<file path="src/rtl/submax_row_streamer_if.sv">
// rtl/submax_row_streamer_if.sv - Y-matrix read port and element stream bundle for submax_row_streamer
interface submax_row_streamer_if #(
    parameter int DATA_W = 32,
    parameter int T_W    = 2
);
    logic              y_re;
    logic [T_W-1:0]    y_tq;
    logic [T_W-1:0]    y_tk;
    logic [DATA_W-1:0] y_rdata;
    logic              y_rvalid;
    logic              o_valid;
    logic              o_ready;
    logic [DATA_W-1:0] o_data;
    logic [T_W-1:0]    o_tq;
    logic [T_W-1:0]    o_tk;
    logic              o_last_col;
    logic              o_last;

    modport master (
        output y_re, y_tq, y_tk,
        input  y_rdata, y_rvalid,
        output o_valid, o_data, o_tq, o_tk, o_last_col, o_last,
        input  o_ready
    );

    modport slave (
        input  y_re, y_tq, y_tk,
        output y_rdata, y_rvalid,
        input  o_valid, o_data, o_tq, o_tk, o_last_col, o_last,
        output o_ready
    );
endinterface

</file>
<file path="src/rtl/submax_row_streamer.sv">
// rtl/submax_row_streamer.sv - raster sweep of the submax Y matrix onto a tagged stream
// Optional row sanity checker (chk_err) enabled by SUBMAX_ROW_STREAMER_CHECK_EN.
module submax_row_streamer #(
    parameter int T      = 4,
    parameter int DATA_W = 32,
    parameter int T_W    = (T <= 1) ? 1 : $clog2(T),
    parameter int FIFO_D = 4
) (
    input  logic                   clk,
    input  logic                   rst,
    input  logic                   start,
    input  logic [T_W:0]           n_len,
    output logic                   busy,
    output logic                   done,
`ifdef SUBMAX_ROW_STREAMER_CHECK_EN
    output logic                   chk_err,
`endif
    submax_row_streamer_if.master  bus
);
    localparam int PTR_W = (FIFO_D <= 2) ? 1 : $clog2(FIFO_D);
    localparam int CNT_W = PTR_W + 1;
    localparam int ENT_W = DATA_W + 2 * T_W + 2;
    localparam logic [T_W:0] T_L = (T_W + 1)'(T);

    typedef enum logic [1:0] {S_IDLE, S_ISSUE, S_DRAIN, S_FIN} state_t;

    state_t             r_state;
    state_t             w_state_nxt;
    logic [T_W:0]       r_n;
    logic [T_W-1:0]     r_rq_tq;
    logic [T_W-1:0]     r_rq_tk;
    logic [T_W-1:0]     r_rt_tq;
    logic [T_W-1:0]     r_rt_tk;
    logic [CNT_W-1:0]   r_outst;
    logic [CNT_W-1:0]   r_cnt;
    logic [PTR_W-1:0]   r_wr_ptr;
    logic [PTR_W-1:0]   r_rd_ptr;
    logic [ENT_W-1:0]   r_mem [FIFO_D];

    logic [T_W:0]       w_n_clamp;
    logic [T_W:0]       w_nm1;
    logic               w_rq_tk_end;
    logic               w_rq_tq_end;
    logic               w_rt_lc;
    logic               w_rt_last;
    logic               w_empty;
    logic               w_pop;
    logic               w_push;
    logic               w_re;
    logic               w_credit;
    logic               w_start_acc;
    logic [CNT_W:0]     w_inflight;
    logic [ENT_W-1:0]   w_head;

    assign w_n_clamp   = (n_len > T_L) ? T_L : n_len;
    assign w_nm1       = r_n - 1'b1;
    assign w_rq_tk_end = ({1'b0, r_rq_tk} == w_nm1);
    assign w_rq_tq_end = ({1'b0, r_rq_tq} == w_nm1);
    assign w_rt_lc     = ({1'b0, r_rt_tk} == w_nm1);
    assign w_rt_last   = w_rt_lc && ({1'b0, r_rt_tq} == w_nm1);

    assign w_empty     = (r_cnt == '0);
    assign w_pop       = !w_empty && bus.o_ready;
    assign w_push      = bus.y_rvalid && ((r_state == S_ISSUE) || (r_state == S_DRAIN));
    assign w_start_acc = (r_state == S_IDLE) && start;

    // A beat leaving this cycle frees its credit immediately, so a read
    // latency of FIFO_D-1 still sustains one element per cycle.
    assign w_inflight  = (CNT_W + 1)'(r_outst) + (CNT_W + 1)'(r_cnt) - (CNT_W + 1)'(w_pop);
    assign w_credit    = (w_inflight < (CNT_W + 1)'(FIFO_D));
    assign w_re        = (r_state == S_ISSUE) && w_credit;

    always_comb begin
        w_state_nxt = r_state;
        busy        = 1'b0;
        done        = 1'b0;
        case (r_state)
            S_IDLE: begin
                if (start) begin
                    w_state_nxt = (w_n_clamp == '0) ? S_FIN : S_ISSUE;
                end
            end
            S_ISSUE: begin
                busy = 1'b1;
                if (w_re && w_rq_tk_end && w_rq_tq_end) begin
                    w_state_nxt = S_DRAIN;
                end
            end
            S_DRAIN: begin
                busy = 1'b1;
                if ((r_outst == '0) && (w_empty || ((r_cnt == CNT_W'(1)) && w_pop))) begin
                    w_state_nxt = S_FIN;
                end
            end
            S_FIN: begin
                done        = 1'b1;
                w_state_nxt = S_IDLE;
            end
            default: w_state_nxt = S_IDLE;
        endcase
    end

    always_ff @(posedge clk) begin
        if (rst) begin
            r_state  <= S_IDLE;
            r_n      <= '0;
            r_rq_tq  <= '0;
            r_rq_tk  <= '0;
            r_rt_tq  <= '0;
            r_rt_tk  <= '0;
            r_outst  <= '0;
            r_cnt    <= '0;
            r_wr_ptr <= '0;
            r_rd_ptr <= '0;
        end else begin
            r_state <= w_state_nxt;
            if (w_start_acc) begin
                r_n     <= w_n_clamp;
                r_rq_tq <= '0;
                r_rq_tk <= '0;
                r_rt_tq <= '0;
                r_rt_tk <= '0;
            end
            if (w_re) begin
                if (w_rq_tk_end) begin
                    r_rq_tk <= '0;
                    r_rq_tq <= r_rq_tq + 1'b1;
                end else begin
                    r_rq_tk <= r_rq_tk + 1'b1;
                end
            end
            // Return-side tags replay the request order since responses arrive in order.
            if (w_push) begin
                r_wr_ptr <= r_wr_ptr + 1'b1;
                if (w_rt_lc) begin
                    r_rt_tk <= '0;
                    r_rt_tq <= r_rt_tq + 1'b1;
                end else begin
                    r_rt_tk <= r_rt_tk + 1'b1;
                end
            end
            if (w_pop) begin
                r_rd_ptr <= r_rd_ptr + 1'b1;
            end
            r_cnt   <= r_cnt + CNT_W'(w_push) - CNT_W'(w_pop);
            r_outst <= r_outst + CNT_W'(w_re) - CNT_W'(w_push);
        end
    end

    always_ff @(posedge clk) begin
        if (w_push) begin
            r_mem[r_wr_ptr] <= {bus.y_rdata, r_rt_tq, r_rt_tk, w_rt_lc, w_rt_last};
        end
    end

    assign w_head = w_empty ? '0 : r_mem[r_rd_ptr];

    assign bus.o_valid = !w_empty;
    assign {bus.o_data, bus.o_tq, bus.o_tk, bus.o_last_col, bus.o_last} = w_head;
    assign bus.y_re = w_re;
    assign bus.y_tq = w_re ? r_rq_tq : '0;
    assign bus.y_tk = w_re ? r_rq_tk : '0;

`ifdef SUBMAX_ROW_STREAMER_CHECK_EN
    logic              r_chk_err;
    logic              r_row_zero;
    logic [DATA_W-1:0] w_hd_data;
    logic              w_hd_lc;
    logic              w_hd_zero;
    logic              w_hd_nan;
    logic              w_hd_pos;

    assign w_hd_data = w_head[ENT_W-1 -: DATA_W];
    assign w_hd_lc   = w_head[1];
    assign w_hd_zero = (w_hd_data[30:0] == 31'd0);
    assign w_hd_nan  = (w_hd_data[30:23] == 8'hFF) && (w_hd_data[22:0] != 23'd0);
    assign w_hd_pos  = !w_hd_data[31] && !w_hd_zero && !w_hd_nan;

    always_ff @(posedge clk) begin
        if (rst) begin
            r_chk_err  <= 1'b0;
            r_row_zero <= 1'b0;
        end else if (w_start_acc) begin
            r_chk_err  <= 1'b0;
            r_row_zero <= 1'b0;
        end else if (w_pop) begin
            if (w_hd_pos || (w_hd_lc && !(r_row_zero || w_hd_zero))) begin
                r_chk_err <= 1'b1;
            end
            r_row_zero <= w_hd_lc ? 1'b0 : (r_row_zero | w_hd_zero);
        end
    end

    assign chk_err = r_chk_err;
`endif
endmodule
</file>
<file path="src/flat_wrapper.sv">
// flat-port wrapper written by rule: the top's interface ports become plain ports
module submax_row_streamer_flat 
#(
    parameter int T      = 4,
    parameter int DATA_W = 32,
    parameter int T_W    = (T <= 1) ? 1 : $clog2(T),
    parameter int FIFO_D = 4
)
  (clk, rst, start, n_len, busy, done, bus_y_re, bus_y_tq, bus_y_tk, bus_y_rdata, bus_y_rvalid, bus_o_valid, bus_o_data, bus_o_tq, bus_o_tk, bus_o_last_col, bus_o_last, bus_o_ready);
  submax_row_streamer_if #(.DATA_W(DATA_W), .T_W(T_W)) bus_i ();
  input  logic clk;
  input  logic rst;
  input  logic start;
  input  logic [T_W:0] n_len;
  output logic busy;
  output logic done;
  output wire logic [$bits(bus_i.y_re)-1:0] bus_y_re;
  output wire logic [$bits(bus_i.y_tq)-1:0] bus_y_tq;
  output wire logic [$bits(bus_i.y_tk)-1:0] bus_y_tk;
  input wire logic [$bits(bus_i.y_rdata)-1:0] bus_y_rdata;
  input wire logic [$bits(bus_i.y_rvalid)-1:0] bus_y_rvalid;
  output wire logic [$bits(bus_i.o_valid)-1:0] bus_o_valid;
  output wire logic [$bits(bus_i.o_data)-1:0] bus_o_data;
  output wire logic [$bits(bus_i.o_tq)-1:0] bus_o_tq;
  output wire logic [$bits(bus_i.o_tk)-1:0] bus_o_tk;
  output wire logic [$bits(bus_i.o_last_col)-1:0] bus_o_last_col;
  output wire logic [$bits(bus_i.o_last)-1:0] bus_o_last;
  input wire logic [$bits(bus_i.o_ready)-1:0] bus_o_ready;
  assign bus_y_re = bus_i.y_re;
  assign bus_y_tq = bus_i.y_tq;
  assign bus_y_tk = bus_i.y_tk;
  assign bus_i.y_rdata = bus_y_rdata;
  assign bus_i.y_rvalid = bus_y_rvalid;
  assign bus_o_valid = bus_i.o_valid;
  assign bus_o_data = bus_i.o_data;
  assign bus_o_tq = bus_i.o_tq;
  assign bus_o_tk = bus_i.o_tk;
  assign bus_o_last_col = bus_i.o_last_col;
  assign bus_o_last = bus_i.o_last;
  assign bus_i.o_ready = bus_o_ready;
  submax_row_streamer #(.T(T), .DATA_W(DATA_W), .T_W(T_W), .FIFO_D(FIFO_D)) u_core (.clk(clk), .rst(rst), .start(start), .n_len(n_len), .busy(busy), .done(done), .bus(bus_i));
endmodule
</file>
<file path="config.mk">
export PLATFORM = sky130hd
export DESIGN_NAME = submax_row_streamer_flat
export DESIGN_NICKNAME = d
export VERILOG_FILES = /design/src/rtl/submax_row_streamer_if.sv /design/src/rtl/submax_row_streamer.sv /design/src/flat_wrapper.sv
export SDC_FILE = /design/constraint.sdc
export NUM_CORES = 1
export LEC_CHECK = 0
export CORE_MARGIN = 3
export CORE_UTILIZATION = 30
export DETAILED_ROUTE_END_ITERATION = 6
export SETUP_SLACK_MARGIN = 0.02
export SYNTH_ARGS = -nofsm -noshare
export SYNTH_HDL_FRONTEND = slang
export SYNTH_SLANG_ARGS = --single-unit
</file>
<file path="constraint.sdc">
create_clock -name clk -period 4.3 [get_ports clk]
set_input_delay 1.075 -clock clk [delete_from_list [all_inputs] [get_ports clk]]
set_output_delay 1.075 -clock clk [all_outputs]
set_load 0.02 [all_outputs]
</file>
; ---- Yosys cells after proc, flatten, opt, wreduce, memory -nomap -nowiden
; Memories as Yosys holds them, arrays and structs flattened. A register that Yosys moved wholly into a read port is not among the register bits.
; Cells that the tools add are included.
[word_totals]
out_inout_bits = 46
in_bits = 40
memories = 1
ff_bits = 23
wordCells = 83
mem_bits_rw = 152
[mem_list]
columns = memory, depth, word_bits, read_ports, rd_clocked_by_memory_dff, write_ports, line
row1 = u_core.r_mem, 4, 38, 1, 1, 1, submax_row_streamer.sv:38  ; logic [ENT_W-1:0] r_mem [FIFO_D];
[classes]
n_mux = 26
n_reduce_logical = 20
magnitude_cmp = 2
n_eq_ne = 11
addsub = 13
[ops]
columns = operator, n
row1 = $mux 2, 19
row2 = $mux 38, 1
row3 = $add 2x1->2 const B, 6
row4 = $eq 2x3->1, 4
row5 = $logic_and 1x1->1, 9
row6 = $logic_not 3->1, 3
row7 = $pmux 2 s4, 1
row8 = $add 3x1->3, 2
row9 = $ne 2x2->1 const B, 3
row10 = $sub 3x1->3, 2
row11 = $add 3x3->4, 1
row12 = $eq 2x2->1 const B, 2
row13 = $lt 4x3->1 const B, 1
row14 = $mux 1, 4
row15 = $reduce_bool 2->1, 2
row16 = $sub 4x1->4, 1
row17 = $eq 3x1->1 const B, 1
row18 = $gt 3x3->1 const B, 1
row19 = $mux 3, 1
row20 = $reduce_and 3->1, 1
row21 = $sub 3x1->3 const B, 1
row22 = $eq 2x1->1 const B, 1
row23 = $logic_not 2->1, 1
row24 = $logic_or 1x1->1, 2
row25 = other kinds (2), 2

; ---- Logic depth before layout (Yosys ltp)
; Gate-level depths: netlist (run 1).
[logic_depth]
depth_word = 10
ltp_mapped = 13

; ---- Worst setup path before layout (run 1)
; OpenSTA, ideal clock, no wires.
[synth_path]
path_kind = input to output
start = input bus_o_ready
end = output bus_y_tk[0]
stages = 8
setup_slack_ns = 0.255
arrival_ns = 2.970
required_time_ns = 3.225
path_cell_list = nand2_1 or2_2 ha_1 and2_1 a41o_1 o21ai_2 clkinv_1 and2_1
[synth_via]
elab_chain_cells = 5
[synth_rtl]
columns = element, line
row1 = start: declaration, flat_wrapper.sv:28  ; input wire logic [$bits(bus_i.o_ready)-1:0] bus_o_ready;
row2 = $logic_and 1x1->1, submax_row_streamer.sv:63  ; assign w_pop = !w_empty && bus.o_ready;
row3 = $sub 4x1->4, submax_row_streamer.sv:69  ; assign w_inflight = (CNT_W + 1)'(r_outst) + (CNT_W + 1)'(r_cnt) - (CNT_W + 1)'(w_pop);
row4 = $lt 4x3->1, submax_row_streamer.sv:70  ; assign w_credit = (w_inflight < (CNT_W + 1)'(FIFO_D));
row5 = $logic_and 1x1->1, submax_row_streamer.sv:71  ; assign w_re = (r_state == S_ISSUE) && w_credit;
row6 = net bus_y_re, flat_wrapper.sv:17  ; output wire logic [$bits(bus_i.y_re)-1:0] bus_y_re;
row7 = $mux 2, submax_row_streamer.sv:162  ; assign bus.y_tk = w_re ? r_rq_tk : '0;
row8 = end: declaration, flat_wrapper.sv:19  ; output wire logic [$bits(bus_i.y_tk)-1:0] bus_y_tk;
; The timed path passes the listed nets, and every way through them passes these cells.

; ---- Worst setup path in the final report (run 1)
[layout_path]
start = input bus_o_ready
end = output bus_y_tk[1]
[layout_via]
elab_chain_cells = 5
[layout_rtl]
columns = element, line
row1 = $logic_and 1x1->1, submax_row_streamer.sv:63
row2 = $sub 4x1->4, submax_row_streamer.sv:69
row3 = $lt 4x3->1, submax_row_streamer.sv:70
row4 = $logic_and 1x1->1, submax_row_streamer.sv:71
row5 = $mux 2, submax_row_streamer.sv:162
; Every way passes these cells.

==> impl_results.md, run 1 <==
- Routed wl met2: 7.42 mm
- Worst-Margin Slew: 961 ps
- Yosys warns: 0
- Max-cap viol count: 0
- Reg clk slew, reported paths: 60 ps
- CTS tree: yes
- Critical path type: in2out
- Antenna Nets Post-Route: 0
- CTS sink cnt: 177
- P&R area growth vs syn: 26.5%
- IO Pins: 86
- IO buf count: 85
- RSZ-0062 raised after global routing: false
- Total GRT Usage: 11.6%
- Global route overflow: 0
- Total CTS buffers: 17
- Die height: 162 microns
- Vias per cell: 4.62
- Final Net Count: 582
- Largest net degree at the start of global routing: 41
- DRT met1 WL: 6.54 mm
- Total Routed Length: 14.9 mm
- Final Util: 39.0%
- Top delay family on crit path: buffers and inverters
- Overall Power: 0.00586 W
- Routability congestion estimate: 0.757
- Hold-fix buffers, CTS: 0
- Layout cell share with drive strength beyond 1: 20.4%
- Crit-path max cell delay: 480 ps
- Net Count, Synth: 479
- Count of final setup violators: 0
- Met3 WL: 771 microns
- Top FF cell, synth: edfxtp_1
- Tmin final: 4150 ps
- Die area: 0.0262 sq mm
- DRC: 0
- Outcome: finished clean
- Synth async-reset ratio: 0%
- Crit. End Element: output port
- Cell area after layout: 0.00923 sq mm
- Pre-CTS setup slack: -555 ps
- Seq cells post-synth: 177
- Inserted Diodes: 0
- Crit-path slowest cell: clkdlybuf4s50_1
- Leakage: 3.03 nW
- Crit path DAT: 3080 ps
- Most used cell, CP: and2_4
- Pwr/cell area: 636 mW/mm^2
- Clk buf depth: 2
- Fmax: 0.241 GHz
- Synth Cell Area: 0.00729 sq mm
- Critical path startpoint category: primary input
- Distinct cells, synth: 39
- Cells after synthesis: 420
- Hold_ws: 477 ps
- Starting Density: 30.8%
- Period utilization: 96.6%
- Slew Viols, Final: 0
- Drt pass-1 iters: 4
- Hold Path Class: reg2reg
- Crit path cell chain: clkdlybuf4s50_1 > nand2_1 > or2_4 > ha_4 > and2_4 > a41o_1 > o21ai_2 > clkinv_2 > and2_4 > buf_4
- Wire per inst: 17.4 microns
- Clock Latency Late Sink: 420 ps
- Sequential element share of the synthesized area: 69.4%
- Register area: 0.00507 sq mm
- Setup WS post-layout: 146 ps
- Mean Syn Cell Area: 17.4 sq um
- Buf/Inv on CP: 3
- Hold Vio Cnt, Final: 0
- Clk Tree Root Cell: clkbuf_16
- Placed instance area: 0.00863 sq mm
- Die X: 162 microns
- Post-synth EDFFs: 152
- Initial antenna violation count: 0
- First-pass GRT wire length: 23.4 mm
- Worst vdd ir: 0.290 mV
- Top Metal Used: met4
- Crit-path max FO: 6
- Post-Route Skew: 12.3 ps
- Critical Path RT: 3220 ps
- Iter 0 DRT Violations: 319
- Vias in the first global route: 4,116
- Core ar.: 0.0237 sq mm
- FILL cells: 2,234
- Via count: 3,942
- DP Wirelength: 9.32 mm
- H-tree Lvls: 4
- Multi-input logic area: 0.00213 sq mm
- Slew HR: 35.8%
- FP Rows: 56
cell families after synthesis:
logic type / Yosys count / synth area share, %
adder cells (fa/ha/maj): 19 / 3.47
buffers and inverters: 34 / 1.84
XOR/XNOR: 16 / 1.92
multiplexers: 39 / 11.9
flip-flops: 177 / 69.4
AO/OA/AOI/OAI: 28 / 2.78
AND/OR/NAND/NOR: 107 / 8.68
worst paths after layout:
check | start | end | slack, ps | depth (start not counted)
worst min-delay path | u_core.r_n[2]$_SDFFE_PP0P_ | u_core.r_n[2]$_SDFFE_PP0P_ | 480 | 2
worst max-delay path | bus_o_ready | bus_y_tk[1] | 150 | 10
worst min register to register | u_core.r_n[2]$_SDFFE_PP0P_ | u_core.r_n[2]$_SDFFE_PP0P_ | 480 | 2
worst max register to register | u_core.r_cnt[1]$_SDFF_PP0_ | u_core.r_outst[2]$_SDFF_PP0_ | 1100 | 14
metal layers:
metal  GRT usage [%]  vias up
li1                -     1820
met1            15.2     1998
met2            19.1      109
met3            3.34       15
met4            3.18        0
met5               0        -
synthesized netlist by cell type (all sizes together), types with 6 or more instances:
| master | instances | share of area, % |
|---|---|---|
| ha | 17 | 2.9 |
| nor2 | 13 | 0.67 |
| and2 | 43 | 3.7 |
| nand3 | 6 | 0.41 |
| buf | 6 | 0.39 |
| mux4 | 38 | 12 |
| clkbuf | 10 | 0.51 |
| and3 | 7 | 0.60 |
| edfxtp | 152 | 63 |
| nor3 | 7 | 0.62 |
| nand2 | 8 | 0.41 |
| dfxtp | 25 | 6.9 |
| inv | 16 | 0.82 |
| a21oi | 12 | 0.82 |
| xnor2 | 11 | 1.3 |
state kept, by name (all words and copies together), names as in the netlist, named ones only:
register and count:
u_core.r_cnt 3, u_core.r_mem 152, u_core.r_n 3, u_core.r_outst 3
u_core.r_rd_ptr 2, u_core.r_rq_tk 2, u_core.r_rq_tq 2, u_core.r_rt_tk 2
u_core.r_rt_tq 2, u_core.r_state 2, u_core.r_wr_ptr 2
tightest hold or removal path, stage by stage, from the launching register on:
cell and delay (ps):
dfxtp_1 320, nand2_1 60, a21oi_1 50
power by group:
group / internal (W) / switching (W) / total (W)
registers: 0.00209 / 0.000101 / 0.00219
logic: 0.00106 / 0.00111 / 0.00218
clock network: 0.000859 / 0.000639 / 0.00150
layout make-up:
class / count / share of cell area (%)
multi-input combinational: 209 / 23.1
clock buffer: 19 / 4.69
clock inverter: 12 / 1.44
inverter: 18 / 0.746
timing repair buffer: 100 / 10.8
sequential: 177 / 54.9
tap: 319 / 4.33
cell usage in the layout, fill, tap and decap left out, drive strengths merged, types with 7 or more instances in the layout:
master,Yosys,layout
nor3,7,7
dfxtp,25,25
xnor2,11,11
edfxtp,152,152
and2,43,43
nand2,8,8
and3,7,7
inv,16,21
nor2,13,13
a21oi,12,12
ha,17,17
mux4,38,38
buf,6,19
clkbuf,10,20
clkdlybuf4s50,0,80
timing repair:
action                                  in CTS  in global routing
buffers inserted                             1                  1
pin swaps                                    3                  1
gates resized for setup                     29                  2
endpoints found under the setup margin       5                  5
metrics by stage:
| stage | TNS (ps) | cells |
|---|---|---|
| after floorplan | 0 | 420 |
| after CTS | 0 | 853 |
| final | 0 | 854 |
| after global placement | -2320 | 821 |
| after detailed placement | -2610 | 821 |
| after global routing | 0 | 854 |
No activity file was read; power rests on OpenSTA's default activity.
==> run 2, diff against run 1 <==
Settings changed: CTS_CLUSTER_DIAMETER set to 30.
==> results of run 2 <==
No change in the layout: final DEF, timing and power equal those of run 1.
==> run 3, diff against run 2 <==
Settings changed: CTS_BUF_LIST set to sky130_fd_sc_hd__clkbuf_8.
==> run 3 against run 2 <==
Effect of this change:
- worst hold slack improved by 4.6 ps
- maximum frequency about the same
- count of clock-buffer cells in the layout decreased by 2
- via count increased by 0.23%
- critical path depth unchanged
- first-iteration DRC count increased by 7.5%
- final cell count unchanged
- sequential cell count unchanged
- core utilization decreased by 0.81 points
- die area unchanged
- critical endpoint unchanged
- largest cell class unchanged
- largest power group unchanged
==> impl_results.md, run 3 (synthesized netlist as in run 1, its figures left out) <==
- Outcome: finished clean
- Most frequent cells in the layout: edfxtp_1, clkdlybuf4s50_1, mux4_2, and2_1, dfxtp_1
- IO buf count: 85 (unchanged)
- FP Rows: 56 (unchanged)
- CTS sink cnt: 177 (unchanged)
- DP Wirelength: 9.32 mm (unchanged)
- Reg clk slew, reported paths: 90 ps (+30 ps)
- Core ar.: 0.0237 sq mm (unchanged)
- FILL cells: 2,246 (+0.54%)
- Iter 0 DRT Violations: 343 (+7.5%)
- Die area: 0.0262 sq mm (unchanged)
- Tmin final: 4150 ps (-1.09 ps)
- Worst vdd ir: 0.285 mV (-1.7%)
- Hold Vio Cnt, Final: 0 (unchanged)
- Starting Density: 30.8% (unchanged)
- Global route overflow: 0 (unchanged)
- RSZ-0062 raised after global routing: false
- Hold depth: 2 (unchanged)
- Slew Viols, Final: 0 (unchanged)
- Clk buf depth: 2 (unchanged)
- Vias in the first global route: 4,138 (+0.53%)
- Slew HR: 35.9% (+0.094 points)
- Vias per cell: 4.63 (+0.23%)
- Met3 WL: 763 microns (-1.0%)
- R2R cell count: 14 (unchanged)
- Pwr/cell area: 606 mW/mm^2 (-4.7%)
- Via count: 3,951 (+0.23%)
- Layout cell share with drive strength beyond 1: 20.4% (unchanged)
- Final Util: 38.1% (-0.81 points)
- Period utilization: 96.6% (about the same)
- Number of flip-flops in the largest register: 152 (unchanged)
- Crit-path max FO: 6 (unchanged)
- Clk Tree Root Cell: clkbuf_8
- Fmax: 0.241 GHz (about the same)
- Hold-fix buffers, CTS: 0 (unchanged)
- Drt pass-1 iters: 5 (+1)
- Routability congestion estimate: 0.757 (unchanged)
- Total GRT Usage: 11.6% (-0.044 points)
- Crit. End Element: output port
- Hold Path Class: reg2reg
- Clock Latency Late Sink: 450 ps (+30 ps)
- Antenna Nets Post-Route: 0 (unchanged)
- Routed wl met2: 7.53 mm (+1.5%)
- H-tree Lvls: 4 (unchanged)
- Leakage: 2.96 nW (-2.6%)
- Critical Path RT: 3220 ps (about the same)
- CTS tree: yes
- Crit path DAT: 3080 ps (about the same)
- Total CTS buffers: 17 (unchanged)
- IO Pins: 86 (unchanged)
- Register area: 0.00507 sq mm (unchanged)
- Die X: 162 microns (unchanged)
- Count of final setup violators: 0 (unchanged)
- Largest net degree at the start of global routing: 41 (unchanged)
- Max-cap viol count: 0 (unchanged)
- Overall Power: 0.00547 W (-6.7%)
- Critical path type: in2out
- Worst-Margin Slew: 959 ps (-1.40 ps)
- DRT met1 WL: 6.49 mm (-0.76%)
- Wire per inst: 17.5 microns (+0.13%)
- Top reg by flops: u_core.r_mem
- Total Routed Length: 14.9 mm (+0.13%)
- Initial antenna violation count: 0 (unchanged)
- Final Net Count: 582 (unchanged)
- Multi-input logic area: 0.00213 sq mm (unchanged)
- P&R area growth vs syn: 23.9%
- Top Metal Used: met4
- DRC: 0 (unchanged)
- Commonest non-fill, non-tap cell in the layout: edfxtp_1
- Post-Route Skew: 19.4 ps (+7.05 ps)
- First-pass GRT wire length: 23.4 mm (about the same)
- Critical path startpoint category: primary input
- Inserted Diodes: 0 (unchanged)
- Die height: 162 microns (unchanged)
-- run 3: cell types whose count changed in the layout (fill, tap and decap cells not counted), sizes merged --
cell and change:
clkbuf -2, inv +2
-- run 3: critical path, stage by stage --
cell and delay, ps:
clkdlybuf4s50_1 480, nand2_1 80, or2_4 240, ha_4 210
and2_4 160, a41o_1 200, o21ai_2 180, clkinv_2 130
and2_4 170, buf_4 150
-- run 3: cell type report --
| type | instances | area share [%] |
|---|---|---|
| clock buffer | 17 | 2.59 |
| timing repair buffer | 100 | 11.1 |
| sequential | 177 | 56.1 |
| clock inverter | 14 | 1.55 |
| tap | 319 | 4.42 |
| multi-input combinational | 209 | 23.5 |
| inverter | 18 | 0.762 |
-- run 3: where the power goes --
group	internal, W	switching [W]	leakage, nW
clock	0.000515	0.000594	0.199
sequential	0.00209	0.000101	1.60
combinational	0.00106	0.00111	1.16
total	0.00367	0.00181	2.96
-- run 3: stage by stage --
step	worst slack (ps)	cells	hold WS, ps	cell area (sq um)	TNS (ps)
floorplan	255	420	448	7290	0
global placement	-492	821	465	8630	-2320
detailed placement	-555	821	468	8630	-2610
CTS	58.3	853	480	9030	0
global route	20.6	854	499	9030	0
finish	148	854	482	9030	0
-- run 3: path summary, 6_finish.rpt --
| kind | from | endpoint | slack (ps) |
|---|---|---|---|
| worst max-delay path | bus_o_ready | bus_y_tk[1] | 150 |
| worst min register to register | u_core.r_n[2]$_SDFFE_PP0P_ | u_core.r_n[2]$_SDFFE_PP0P_ | 480 |
| worst max register to register | u_core.r_cnt[1]$_SDFF_PP0_ | u_core.r_outst[2]$_SDFF_PP0_ | 1110 |
| worst min-delay path | u_core.r_n[2]$_SDFFE_PP0P_ | u_core.r_n[2]$_SDFFE_PP0P_ | 480 |
-- run 3: what timing repair did --
| action | in CTS | in global routing |
|---|---|---|
| buffers inserted | 1 | 1 |
| cloned | 0 | 0 |
| gates resized for setup | 29 | 2 |
| setup endpoints to repair | 5 | 5 |
| pin swaps | 3 | 1 |
-- run 3: metal layers --
layer,up-vias,global-route usage [%]
met3,13,3.19
met4,0,3.06
met2,117,19.1
li1,1814,-
met5,-,0
met1,2007,15.2
